`src/rtl/clmul_unit.sv`:
```
`default_nettype none
// ============================================================================
// Module      : clmul_unit
// Description : Multi-cycle carry-less multiply unit (CLMUL / CLMULH).
//               Consumes BITS_PER_CYCLE multiplier bits per RUN cycle, stalls
//               the front end while iterating, then emits a one-cycle done
//               pulse with the product word and the latched destination reg.
//               Optional macro CLMULR_EN adds op 10 = CLMULR (acc[62:31]).
// Revision    : 1.0 - initial release
// ============================================================================
module clmul_unit #(
    parameter int XLEN           = 32,
    parameter int BITS_PER_CYCLE = 4
) (
    input  logic            clk,
    input  logic            rst,
    input  logic            start,
    input  logic [1:0]      op,
    input  logic [XLEN-1:0] rs1_val,
    input  logic [XLEN-1:0] rs2_val,
    input  logic [4:0]      rd_in,
    input  logic            kill,
    output logic            stall,
    output logic            busy,
    output logic            done,
    output logic [XLEN-1:0] result,
    output logic [4:0]      delayed_rd
);

    localparam int ITERS = XLEN / BITS_PER_CYCLE;
    // A single-iteration configuration still needs a 1-bit counter.
    localparam int CNT_W = (ITERS > 1) ? $clog2(ITERS) : 1;
    localparam logic [CNT_W-1:0] c_last_cnt = CNT_W'(ITERS - 1);

    localparam logic [1:0] c_idle = 2'd0;
    localparam logic [1:0] c_run  = 2'd1;
    localparam logic [1:0] c_done = 2'd2;

    logic [1:0]        r_state;
    logic [1:0]        w_state_nxt;
    logic [2*XLEN-1:0] r_a;
    logic [XLEN-1:0]   r_b;
    logic [2*XLEN-1:0] r_acc;
    logic [CNT_W-1:0]  r_cnt;
    logic [1:0]        r_op;
    logic [4:0]        r_rd;
    logic [XLEN-1:0]   r_result;
    logic [4:0]        r_delayed_rd;

    logic              w_accept;
    logic              w_last;
    logic [2*XLEN-1:0] w_partial;
    logic [2*XLEN-1:0] w_acc_nxt;
    logic [XLEN-1:0]   w_res_sel;

    assign w_accept  = (r_state == c_idle) && start && !kill;
    assign w_last    = (r_state == c_run) && (r_cnt == c_last_cnt);
    assign w_acc_nxt = r_acc ^ w_partial;

    // State register; reset overrides everything, including mid-RUN.
    always_ff @(posedge clk) begin
        if (rst) begin
            r_state <= c_idle;
        end else begin
            r_state <= w_state_nxt;
        end
    end

    // Next-state decode plus the handshake outputs (stall is combinational so
    // the issuing instruction is held in its own accept cycle).
    always_comb begin
        w_state_nxt = r_state;
        stall       = 1'b0;
        busy        = (r_state != c_idle);
        done        = 1'b0;
        case (r_state)
            c_idle: begin
                if (start && !kill) begin
                    w_state_nxt = c_run;
                    stall       = 1'b1;
                end
            end
            c_run: begin
                stall = 1'b1;
                if (kill) begin
                    w_state_nxt = c_idle;
                end else if (r_cnt == c_last_cnt) begin
                    w_state_nxt = c_done;
                end
            end
            c_done: begin
                done        = !kill;
                w_state_nxt = c_idle;
            end
            default: begin
                w_state_nxt = c_idle;
            end
        endcase
    end

    // XOR of the shifted multiplicand for every set multiplier bit this cycle.
    always_comb begin
        w_partial = '0;
        for (int j = 0; j < BITS_PER_CYCLE; j++) begin
            if (r_b[j]) begin
                w_partial = w_partial ^ (r_a << j);
            end
        end
    end

    // Word select from the final accumulator; reserved encodings fall to low.
    always_comb begin
        w_res_sel = w_acc_nxt[XLEN-1:0];
        if (r_op == 2'b01) begin
            w_res_sel = w_acc_nxt[2*XLEN-1:XLEN];
        end
`ifdef CLMULR_EN
        else if (r_op == 2'b10) begin
            w_res_sel = w_acc_nxt[2*XLEN-2:XLEN-1];
        end
`endif
    end

    // Operand latch, iteration datapath, and result capture on the final
    // RUN edge so result/delayed_rd are already stable during DONE.
    always_ff @(posedge clk) begin
        if (rst) begin
            r_a          <= '0;
            r_b          <= '0;
            r_acc        <= '0;
            r_cnt        <= '0;
            r_op         <= '0;
            r_rd         <= '0;
            r_result     <= '0;
            r_delayed_rd <= '0;
        end else if (w_accept) begin
            r_a   <= {{XLEN{1'b0}}, rs1_val};
            r_b   <= rs2_val;
            r_op  <= op;
            r_rd  <= rd_in;
            r_acc <= '0;
            r_cnt <= '0;
        end else if (r_state == c_run) begin
            r_acc <= w_acc_nxt;
            r_a   <= r_a << BITS_PER_CYCLE;
            r_b   <= r_b >> BITS_PER_CYCLE;
            r_cnt <= r_cnt + 1'b1;
            if (w_last && !kill) begin
                r_result     <= w_res_sel;
                r_delayed_rd <= r_rd;
            end
        end
    end

    assign result     = r_result;
    assign delayed_rd = r_delayed_rd;

endmodule
`default_nettype wire

```
`config.mk`:
```
export PLATFORM = sky130hd
export DESIGN_NAME = clmul_unit
export DESIGN_NICKNAME = d
export VERILOG_FILES = /design/src/rtl/clmul_unit.sv
export SDC_FILE = /design/constraint.sdc
export NUM_CORES = 1
export LEC_CHECK = 0
export CORE_MARGIN = 3
export CORE_UTILIZATION = 30
export DETAILED_ROUTE_END_ITERATION = 8
export PLACE_DENSITY_LB_ADDON = 0.1
export SYNTH_ARGS = -nofsm -noshare
export SYNTH_HDL_FRONTEND = slang
export SYNTH_SLANG_ARGS = --single-unit
```
`constraint.sdc`:
```
create_clock -name clk -period 3.2 [get_ports clk]
set_input_delay 0.32 -clock clk [delete_from_list [all_inputs] [get_ports clk]]
set_output_delay 0.32 -clock clk [all_outputs]
set_load 0.02 [all_outputs]
```
==> out/qor.yml <==
ys_seq_area_share_pct: 35.4
cp-start-kind: "register"
rsz0062_at_grt: "no"
required_ps: 2880
first_pass_iters: 5
fin_skew_ps: 20.5
layout_min_cycle_time_ps: 2440
cts.htree.levels: 1
cts_resized: 0
cts_tree: "yes"
fp.dieH_um: 204
synth_area_leaders: "dfxtp_1 35%, nand2_1 13%, xnor2_1 12%"
cts.reportedPaths.clkPinSlew_ps: 60
ff_latch_area_um2: 4190
fillers: 4067
place.gp.congestion: 0.731
cts_buffers: 26
pwr_density_cell_nw_per_um2: 425
dp_cells: 2029
status: "complete, no violations"
drc_errors: 0
cellLeakagePower_uw: 0.00457
core_um2: 38800
synthCells: 1490
cts_root_buf: "clkbuf_16"
grt.total_usage_pct: 16.7
start_util_pct: 30.4
cts_hold_buf: 0
dieArea_um2: 41800
worstSetupPathType: "reg2out"
antenna_left: 0
grt_start_max_net_pins: 166
vias: 10100
layout.cells.non_filler: 2074
cts_sinks: 209
fmax_mhz: 411
max_cap_viol_count: 0
clock_tree.buffer_depth: 3
syn-num-nets: 1567
ys_types: 34
dp_hpwl_um: 23000
worst_slew_pin_slew_ps: 793
synth_top_area_share_pct: 35.4
wire_per_inst_um: 17.3
period_share_pct: 76.1
cts_setup_buffers: 0
rows: 72
drv_slew: 0
ios: 115
hold_viol: 0
drt-initial-drc-count: 484
area_growth_pct: 19.7
cp-end-kind: "output pin"
syn_area_um2: 11800
wl_um: 35900
viasPerCell: 4.89
drive_gt1_share_pct: 8.68
relSlewSlack_pct: 47.1
setup-violations-final: 0
antenna_found_initial: 1
die_w_um: 204
grt_first_pass_wirelength_um: 56400
multi_input_area_um2: 7130
synth_top_area_cell: "dfxtp_1"
yosys_warnings: 0
irDropWorstVdd_mv: 0.335
syn_avg_cell_area_um2: 7.93
hold_path.class: "in2reg"
finalSetupTns_ps: 0
grt_pass1_vias: 9649
grt.overflow.total: 0
clk_latency_ps: 540
nets: 1616
worstPathMaxFanout: 7
cp_data_arrival_time_ps: 2120
port_buffers: 114
synth_seq_cells: 209
insertedDiodeCount: 0
flip-flops by register name (all words and copies together) (netlist names):
register    flops
r_rd            5
r_b            32
delayed_rd      5
r_op            2
r_a            64
r_acc          64
r_cnt           3
r_state         2
result         32
worst max-delay path: stages (launching register included):
cell and delay, ps:
dfxtp_1 400, nor4b_2 450, nor2_4 70, inv_1 60, clkdlybuf4s50_1 600
cell type report:
| type | instances | share of cell area, % |
|---|---|---|
| clock buffer | 36 | 5.00 |
| tap | 518 | 4.58 |
| clock inverter | 9 | 0.610 |
| timing repair buffer | 133 | 9.76 |
| multi-input combinational | 1168 | 50.4 |
| inverter | 1 | 0.0265 |
| sequential | 209 | 29.6 |
synth_stat cells:
library cell  number
a211oi_1           5
a211oi_2          24
a21oi_1          174
a22oi_1           56
a32oi_1            1
buf_1              5
buf_2             43
buf_4              5
buf_6              7
clkbuf_1          52
dfxtp_1          209
ha_1               2
inv_1              1
mux2i_1           29
nand2_1          422
nand2_2           20
nand2b_1           3
nand3_1            9
nand4bb_1          1
nor2_1            10
nor2b_1            2
nor3_1             1
nor3b_1            1
nor3b_4            1
nor4b_1            1
o21ai_0           64
o21bai_1          29
or2_2              1
or3_1             90
or4b_1             1
xnor2_1          162
xnor2_2           20
xnor3_1            4
xor2_1            35
through the flow:
| stage | setup WS [ps] | instance area [µm²] | hold slack [ps] | total power (µW) | util (%) |
|---|---|---|---|---|---|
| 2_1_floorplan | 1460 | 11800 | 432 | 3040 | - |
| 3_3_place_gp | 707 | 13400 | 440 | 3270 | 34.4 |
| 3_5_place_dp | 674 | 13400 | 447 | 3270 | 34.4 |
| 4_1_cts | 728 | 14200 | 268 | 6120 | 36.4 |
| 5_1_grt | 663 | 14200 | 292 | 6270 | 36.4 |
| 6_report | 764 | 14200 | 269 | 6020 | 36.4 |
final timing paths:
path	slack (ps)	to	depth (start not counted)	startpoint
max	760	stall	4	r_state[1]
min	270	r_a[4]	2	rst
max reg2reg	940	result[4]	9	r_cnt[0]
min reg2reg	450	delayed_rd[2]	2	r_rd[2]
power breakdown:
group | switching (µW) | total, µW | leakage, µW | internal (µW)
registers | 76.4 | 2730 | 0.00169 | 2650
logic | 294 | 481 | 0.00250 | 188
clock network | 1190 | 2810 | 0.000385 | 1620
total | 1560 | 6020 | 0.00457 | 4460
layout by cell type (no fill, tap or decap), types with 24 or more instances in the layout:
| master | Yosys | routed |
|---|---|---|
| dfxtp_1 | 209 | 205 |
| clkbuf_16 | 0 | 26 |
| xor2_1 | 35 | 35 |
| nand2_1 | 422 | 422 |
| clkdlybuf4s50_1 | 0 | 113 |
| a22oi_1 | 56 | 56 |
| a211oi_2 | 24 | 24 |
| o21bai_1 | 29 | 29 |
| o21ai_0 | 64 | 64 |
| a21oi_1 | 174 | 174 |
| or3_1 | 90 | 90 |
| xnor2_1 | 162 | 162 |
| mux2i_1 | 29 | 29 |
metal layers:
metal	GRT usage, %	part of all wire (%)
met1	23.7	48
met2	26.6	45
met3	3.33	5.5
met4	3.10	1.7
met5	0	0.036
cells by family after synthesis:
family                     Yosys count  share of synthesized area [%]
muxes                               29                           2.46
AOI/OAI and AO/OA                  353                           18.4
adders and majority gates            2                          0.212
xor gates and xnor gates           221                           18.1
DFF                                209                           35.4
and+or+nand+nor                    563                           20.8
buffers and inverters              113                           4.65
No activity file was read; power rests on OpenSTA's default activity.
